<file path="config.mk">
export PLATFORM = sky130hd
export DESIGN_NAME = vga_scan_gen
export DESIGN_NICKNAME = d
export VERILOG_FILES = /design/src/rtl/vga_scan_gen.sv
export SDC_FILE = /design/constraint.sdc
export NUM_CORES = 1
export LEC_CHECK = 0
export CAP_MARGIN = 40
export CORE_MARGIN = 2
export CORE_UTILIZATION = 30
export DETAILED_ROUTE_END_ITERATION = 6
export PLACE_DENSITY = 0.56
export SYNTH_ARGS = -nofsm -noshare
export SYNTH_HDL_FRONTEND = slang
export SYNTH_SLANG_ARGS = --single-unit
</file>
<file path="constraint.sdc">
create_clock -name clk -period 6.3 [get_ports clk]
set_clock_uncertainty 0.05 [all_clocks]
set_input_delay 1.89 -clock clk [delete_from_list [all_inputs] [get_ports clk]]
set_output_delay 1.89 -clock clk [all_outputs]
set_load 0.01 [all_outputs]
</file>
<file path="src/rtl/vga_scan_gen.sv">
// vga_scan_gen: VGA timing generator and scan-out pipeline.
// A clock-enable divider produces the pixel rate. Stage 0 holds the h/v
// counters. Stage 1 registers the memory address, read enable, sync and
// blank. Stage 2 registers the returned pixel together with sync and blank,
// so everything reaches the pins on the same edge.
// Optional feature: define VGA_SCAN_TESTPAT_EN to enable the XOR test
// pattern selected by test_mode.
module vga_scan_gen #(
    parameter int H_ACTIVE    = 640,
    parameter int H_FP        = 16,
    parameter int H_SYNC      = 96,
    parameter int H_BP        = 48,
    parameter int V_ACTIVE    = 480,
    parameter int V_FP        = 10,
    parameter int V_SYNC      = 2,
    parameter int V_BP        = 33,
    parameter int PIX_DIV     = 4,
    parameter int SCALE_SHIFT = 2,
    parameter int ADDR        = 16,
    parameter int DATA        = 8
) (
    input  logic            clk,
    input  logic            rst_L,
    output logic [ADDR-1:0] vram_addr,
    output logic            vram_re,
    input  logic [DATA-1:0] vram_data,
    input  logic            test_mode,
    output logic [DATA-1:0] rgb,
    output logic            hsync,
    output logic            vsync,
    output logic            blank,
    output logic            frame_start
);

    localparam int H_TOTAL = H_ACTIVE + H_FP + H_SYNC + H_BP;
    localparam int V_TOTAL = V_ACTIVE + V_FP + V_SYNC + V_BP;
    localparam int HW      = $clog2(H_TOTAL);
    localparam int VW      = $clog2(V_TOTAL);
    localparam int DVW     = $clog2(PIX_DIV);
    localparam int FB_W    = H_ACTIVE >> SCALE_SHIFT;

    localparam logic [DVW-1:0] DIV_LAST   = DVW'(PIX_DIV - 1);
    localparam logic [HW-1:0]  H_LAST     = HW'(H_TOTAL - 1);
    localparam logic [HW-1:0]  H_ACT      = HW'(H_ACTIVE);
    localparam logic [HW-1:0]  H_SYNC_BEG = HW'(H_ACTIVE + H_FP);
    localparam logic [HW-1:0]  H_SYNC_END = HW'(H_ACTIVE + H_FP + H_SYNC - 1);
    localparam logic [VW-1:0]  V_LAST     = VW'(V_TOTAL - 1);
    localparam logic [VW-1:0]  V_ACT      = VW'(V_ACTIVE);
    localparam logic [VW-1:0]  V_SYNC_BEG = VW'(V_ACTIVE + V_FP);
    localparam logic [VW-1:0]  V_SYNC_END = VW'(V_ACTIVE + V_FP + V_SYNC - 1);

    logic [DVW-1:0]  r_div;
    logic [HW-1:0]   r_hcount;
    logic [VW-1:0]   r_vcount;
    logic [ADDR-1:0] r_vram_addr;
    logic            r_vram_re;
    logic            r_hs1;
    logic            r_vs1;
    logic            r_blank1;
    logic            r_first1;
    logic [DATA-1:0] r_rgb;
    logic            r_hsync;
    logic            r_vsync;
    logic            r_blank;
    logic            r_frame_start;

    logic            w_pix_en;
    logic            w_active;
    logic            w_hs;
    logic            w_vs;
    logic            w_first;
    logic [ADDR-1:0] w_addr;
    logic [DATA-1:0] w_pixel;

    assign w_pix_en = (r_div == DIV_LAST);
    assign w_active = (r_hcount < H_ACT) && (r_vcount < V_ACT);
    assign w_hs     = !((r_hcount >= H_SYNC_BEG) && (r_hcount <= H_SYNC_END));
    assign w_vs     = !((r_vcount >= V_SYNC_BEG) && (r_vcount <= V_SYNC_END));
    assign w_first  = (r_hcount == '0) && (r_vcount == '0);
    // Each framebuffer texel is replicated 2^SCALE_SHIFT times in both axes.
    assign w_addr   = ADDR'((32'(r_vcount) >> SCALE_SHIFT) * FB_W
                          + (32'(r_hcount) >> SCALE_SHIFT));

`ifdef VGA_SCAN_TESTPAT_EN
    logic [HW-1:0] r_hcount1;
    logic [VW-1:0] r_vcount1;

    // Stage-1 copies of the counters, aligned with the address in flight.
    always_ff @(posedge clk or negedge rst_L) begin
        if (!rst_L) begin
            r_hcount1 <= '0;
            r_vcount1 <= '0;
        end else if (w_pix_en) begin
            r_hcount1 <= r_hcount;
            r_vcount1 <= r_vcount;
        end
    end

    assign w_pixel = test_mode ? DATA'(8'(r_hcount1) ^ 8'(r_vcount1)) : vram_data;
`else
    logic w_unused_test_mode;
    assign w_unused_test_mode = test_mode;
    assign w_pixel = vram_data;
`endif

    // Pixel clock-enable divider.
    always_ff @(posedge clk or negedge rst_L) begin
        if (!rst_L)        r_div <= '0;
        else if (w_pix_en) r_div <= '0;
        else               r_div <= r_div + 1'b1;
    end

    // Stage 0: horizontal and vertical position counters.
    always_ff @(posedge clk or negedge rst_L) begin
        if (!rst_L) begin
            r_hcount <= '0;
            r_vcount <= '0;
        end else if (w_pix_en) begin
            if (r_hcount == H_LAST) begin
                r_hcount <= '0;
                if (r_vcount == V_LAST) r_vcount <= '0;
                else                    r_vcount <= r_vcount + 1'b1;
            end else begin
                r_hcount <= r_hcount + 1'b1;
            end
        end
    end

    // Stage 1: memory request plus timing flags for the same position.
    always_ff @(posedge clk or negedge rst_L) begin
        if (!rst_L) begin
            r_vram_addr <= '0;
            r_vram_re   <= 1'b0;
            r_hs1       <= 1'b1;
            r_vs1       <= 1'b1;
            r_blank1    <= 1'b1;
            r_first1    <= 1'b0;
        end else if (w_pix_en) begin
            r_vram_addr <= w_active ? w_addr : '0;
            r_vram_re   <= w_active;
            r_hs1       <= w_hs;
            r_vs1       <= w_vs;
            r_blank1    <= !w_active;
            r_first1    <= w_first;
        end
    end

    // Stage 2: capture pixel data (address has been stable a full pixel) and
    // delay sync/blank by the same amount. Data is ignored while blanked.
    always_ff @(posedge clk or negedge rst_L) begin
        if (!rst_L) begin
            r_rgb   <= '0;
            r_hsync <= 1'b1;
            r_vsync <= 1'b1;
            r_blank <= 1'b1;
        end else if (w_pix_en) begin
            r_rgb   <= r_blank1 ? '0 : w_pixel;
            r_hsync <= r_hs1;
            r_vsync <= r_vs1;
            r_blank <= r_blank1;
        end
    end

    // One-clk pulse in the cycle pixel (0,0) first appears on the pins.
    always_ff @(posedge clk or negedge rst_L) begin
        if (!rst_L) r_frame_start <= 1'b0;
        else        r_frame_start <= w_pix_en && r_first1;
    end

    assign vram_addr   = r_vram_addr;
    assign vram_re     = r_vram_re;
    assign rgb         = r_rgb;
    assign hsync       = r_hsync;
    assign vsync       = r_vsync;
    assign blank       = r_blank;
    assign frame_start = r_frame_start;

endmodule

</file>
Yosys cells after proc, flatten, opt, wreduce, memory -nomap -nowiden. Cells that the tools add are included.

Bits in registers: 55. Input bits: 11. Word-level logic and storage cells: 44.

Add/sub/neg operators: 4. $mul: 1. Magnitude comparators: 6. Equality and inequality tests: 3. Muxes and demuxes: 5. Reduce and logical (&&, ||, !) cells: 11.

Operator list (count): adder 10 x 1 -> 10 bit, second input constant (2); equality test 10 bit, second input constant (2); zero test 10 bit (2); 2-to-1 mux 10 bit (2); adder 16 x 8 -> 16 bit (1); 2-to-1 mux 16 bit (1); multiplier 8 x 3 -> 11 bit, second input constant (1); >= comparator 10 bit, second input constant (1); >= comparator 10 x 9 -> 1 bit, second input constant (1); less-or-equal comparator 10 bit, second input constant (1); less-or-equal comparator 10 x 9 -> 1 bit, second input constant (1); less-than comparator 10 bit, second input constant (1); less-than comparator 10 x 9 -> 1 bit, second input constant (1); 2-to-1 mux 8 bit (1); logical AND 1 bit (5); zero test 1 bit (3); adder 2 x 1 -> 2 bit, second input constant (1); equality test 2 bit, second input constant (1); 2-to-1 mux 2 bit (1); AND reduction 2 bit (1).

Depth between registers and ports, before layout.
Word-level depth: 3. Mapped depth: 9. Gate-level depth less buffers: 9.

Worst setup path after synthesis. Ideal clock, no wire load.

Path type: reg2reg. Start point: register r_vcount[5]. End point: register r_vram_addr[14], in the netlist vram_addr[14]. Library setup time: 0.141 ns. Data arrival time: 2.279 ns. Setup slack: 3.830 ns. Cell stages (with the launch flop): 10. Path buffers: 0. Clock period less this slack: 2.470 ns. Path through: dfrtp_1 -> ha_1 -> ha_1 -> fa_1 -> a211oi_1 -> o21ai_0 -> a21oi_1 -> xor2_1 -> xnor2_1 -> o22ai_1.

Cells in the longest elaborated chain, start to end: 3. Elaborated cells on any way between the ends: 5. Those cells by class: add/sub: 1; mul: 1; order compare: 1; mux: 1; reduce/logical: 1.

RTL lines: start: declaration (line 54) `logic [VW-1:0] r_vcount;`; start signal: assignment (line 122) `else r_vcount <= r_vcount + 1'b1;`; multiplier 8 x 3 -> 11 bit or less-than comparator 10 x 9 -> 1 bit (tied branches) (line 81, 76); adder 16 x 8 -> 16 bit or logical AND 1 bit (tied branches) (line 82, 76); 2-to-1 mux 16 bit (*) (line 139) `r_vram_addr <= w_active ? w_addr : '0;`; end signal: assignment (line 139); end: declaration (line 55) `logic [ADDR-1:0] r_vram_addr;`.

Mark *: on every way between the ends. The rest lies on a longest branch, timed or not. A chain may end at the register's enable or synchronous reset.

Worst setup path in the final report.
Start point: register r_blank, in the netlist blank. End point: output port blank.

RTL lines: start: declaration (line 64) `logic r_blank;`; start signal: assignment (line 160) `r_blank <= r_blank1;`; end: declaration (line 31) `output logic blank,`.

No word-level cell between the ends.

==> flow_summary_export.csv <==
group,metric,value,unit
worst_setup_path,r2r-start,"r_vcount[3]",
worst_setup_path,start_kind,"flop",
worst_hold_path,hold_path_depth,1,
worst_setup_path,slowest_stage,"dfstp_2",
cts,path_clk_slew,0.11,ns
die,die_y,104,µm
placed_design,gp_congestion,0.793,
die,io_pins,40,
logic_synthesis,ys_top_cells_by_count,"dfrtp_1 (49), inv_1 (33), nand2_1 (27)",
cells_and_area,insertedDiodeCount,0,
sta,relSlewSlack,51.6,%
cts,hold_buffers,0,
worst_setup_path,critical_path_class,"flop to primary output",
worst_setup_path,max_stage_delay,0.54,ns
worst_setup_path,required,4.36,ns
sta,hold_violations,0,
logic_synthesis,synthFlopType,"dfrtp_1",
global_routing,antenna_found_initial,0,
sta,tightest_slew,0.720,ns
routing,num_vias,2195,
placed_design,placed_area,3490,µm²
logic_synthesis,ys_top_cells_by_area,"dfrtp_1 (41%), ha_1 (8.4%), dfstp_2 (5.3%)",
sta,hold_ws,0.380,ns
power,power.static_leakage,1.57,nW
worst_setup_path,worst_ep_arrival_time,1.38,ns
logic_synthesis,synth-edff-count,0,
sta,rsz0062_at_grt,"false",
logic_synthesis,async_flop_share,100,%
die,fp.dieArea,10800,µm²
cts,post_cts_buffers,0,
sta,drv_slew,0,
worst_hold_path,min-delay-start,"r_div[0]",
power,powerDensity,161,nW/µm²
cells_and_area,nNetsFinal,372,
cts,cts.sinks,55,
global_routing,grt-ovfl-total,0,
routing,wire_per_inst,12.4,µm
worst_setup_path,worst-path-buf-inv,1,
global_routing,grt_util_all_layers,11.5,%
sta,finalSetupTns,0,ns
logic_synthesis,yosysTopAreaCellShare,41.0,%
logic_synthesis,netlist_instances,305,
worst_setup_path,critPathMaxFanout,2,
logic_synthesis,synth_area,2990,µm²
worst_hold_path,worstHoldEndpoint,"r_div[0]",
outcome,status,"completed",
cts,cts_buffers,5,
routing,ant_nets,0,
sta,finalSetupViolCount,0,
routing,routed_wl,5870,µm
logic_synthesis,synth_cell_types,48,
cts,post_cts_resized,0,
die,fp.coreArea,9730,µm²
sta,fin_crit,3.32,ns
worst_setup_path,worstReg2RegEnd,"vram_addr[15]",
die,die_w,104,µm
logic_synthesis,ys_warn_count,0,
placed_design,hpwl,4070,µm
logic_synthesis,syn-num-nets,338,
die,row_count,36,
cts,htree_num_levels,2,
global_routing,grt_pass1_wl,10400,µm
cells_and_area,final_area,3580,µm²
cts,clockBufferDepth,2,
worst_setup_path,cp_top_family,"flip-flops",
logic_synthesis,ys_ff_latch,55,
worst_setup_path,rrSetupSlack,3.41,ns
routing,avgViaCountPerCell,4.64,
worst_hold_path,min_path_type,"flop to flop",
logic_synthesis,yosysTopAreaCell,"dfrtp_1",
global_routing,grt_pass1_vias,2232,
cells_and_area,layout-drive-gt1-share,7.65,%
routing,first_iter_violations,152,
cells_and_area,area_growth,19.8,%
die,start_util,30.7,%
logic_synthesis,synth_most_common_cell,"dfrtp_1",
logic_synthesis,yosysSeqAreaShare,46.3,%
worst_setup_path,worstPathCellList,"clkdlybuf4s50_1",
logic_synthesis,synth_area_per_cell,9.81,µm²
cts,worstSkewPairLatency,0.31,ns
sta,fin_crit_sh,52.8,%
placed_design,io_buffers,38,
cts,tritoncts,"done",
routing,post-route-drc-count,0,
cts,clockRootBuffer,"clkbuf_8",
worst_setup_path,cp-end-kind,"primary output",
routing,drt_pass1_iterations,4,
sta,fmax,301,MHz
worst_setup_path,ff2ff_path_depth,9,
power,peakVddDrop,0.0785,mV
cells_and_area,fin_util,36.8,%
job,cap_violations,0,
global_routing,grt_max_degree,56,
-- report_power, final --
part / leakage [nW] / total, mW / switching [mW] / internal (mW)
Sequential: 0.704 / 0.357 / 0.00124 / 0.356
Combinational: 0.819 / 0.0207 / 0.0106 / 0.0101
Clock: 0.0454 / 0.200 / 0.120 / 0.0802
Total: 1.57 / 0.578 / 0.132 / 0.446
-- state kept, by name (all words and copies together) (netlist names) --
register and count:
rgb 8, r_hs1 1, vsync 1, r_blank1 1, r_vcount 10, hsync 1
frame_start 1, r_first1 1, vram_re 1, r_vs1 1, r_div 2, vram_addr 16
blank 1, r_hcount 10
-- metal layers --
layer / vias to the layer above / track usage [%] / routed length [µm]
met1: 1037 / 14.5 / 2800
li1: 1119 / - / -
met5: - / 0 / 0
met3: 8 / 2.76 / 184
met4: 0 / 4.34 / 89
met2: 31 / 19.3 / 2790
-- placed cells by master, fill, tap and decap left out, types with 3 or more instances in the layout --
master / count
a21o_1: 3
a21oi_1: 5
and3_1: 5
clkbuf_8: 5
clkdlybuf4s50_1: 37
dfrtp_1: 49
dfstp_2: 6
ha_1: 20
inv_1: 33
mux2_2: 3
nand2_1: 27
nand3_1: 6
nand3b_1: 7
nand4_1: 5
nor2_1: 17
nor2b_1: 6
nor3b_1: 3
o21ai_0: 25
o21ai_1: 8
o22ai_1: 9
o31ai_1: 4
xnor2_1: 8
xor2_1: 13
-- worst max-delay path by stage --
stage / from / to / slack (ns) / cells after the start
finish: blank / blank / 2.98 / 1
CTS: blank / blank / 2.95 / 1
floorplan: r_vcount[5] / vram_addr[14] / 3.83 / 9
global route: blank / blank / 2.93 / 1
detailed placement: blank / blank / 3.31 / 1
global placement: blank / blank / 3.30 / 1
-- cells by family after synthesis --
kind of cell | share of synthesized area, %
xor gates and xnor gates | 6.15
adders and majority gates | 9.70
and+or+nand+nor | 18.6
AOI/OAI and AO/OA | 11.9
buffers and inverters | 5.94
DFF | 46.3
muxes | 1.46
-- area by class of cell --
cell class / instances / area, µm²
Tap cell: 133 / 166
Sequential cell: 55 / 1380
Inverter: 33 / 124
Timing Repair Buffer: 40 / 390
Multi-Input combinational cell: 204 / 1430
Clock buffer: 6 / 72.6
Clock inverter: 2 / 17.5
Fill cell: 987 / 6140
-- stage by stage --
step | cells | worst slack [ns] | power [mW]
floorplan | 305 | 3.83 | 0.367
global placement | 465 | 3.30 | 0.385
detailed placement | 465 | 3.31 | 0.385
CTS | 473 | 2.95 | 0.587
global route | 473 | 2.93 | 0.603
finish | 473 | 2.98 | 0.578
Power figures use the tool's default switching activity.
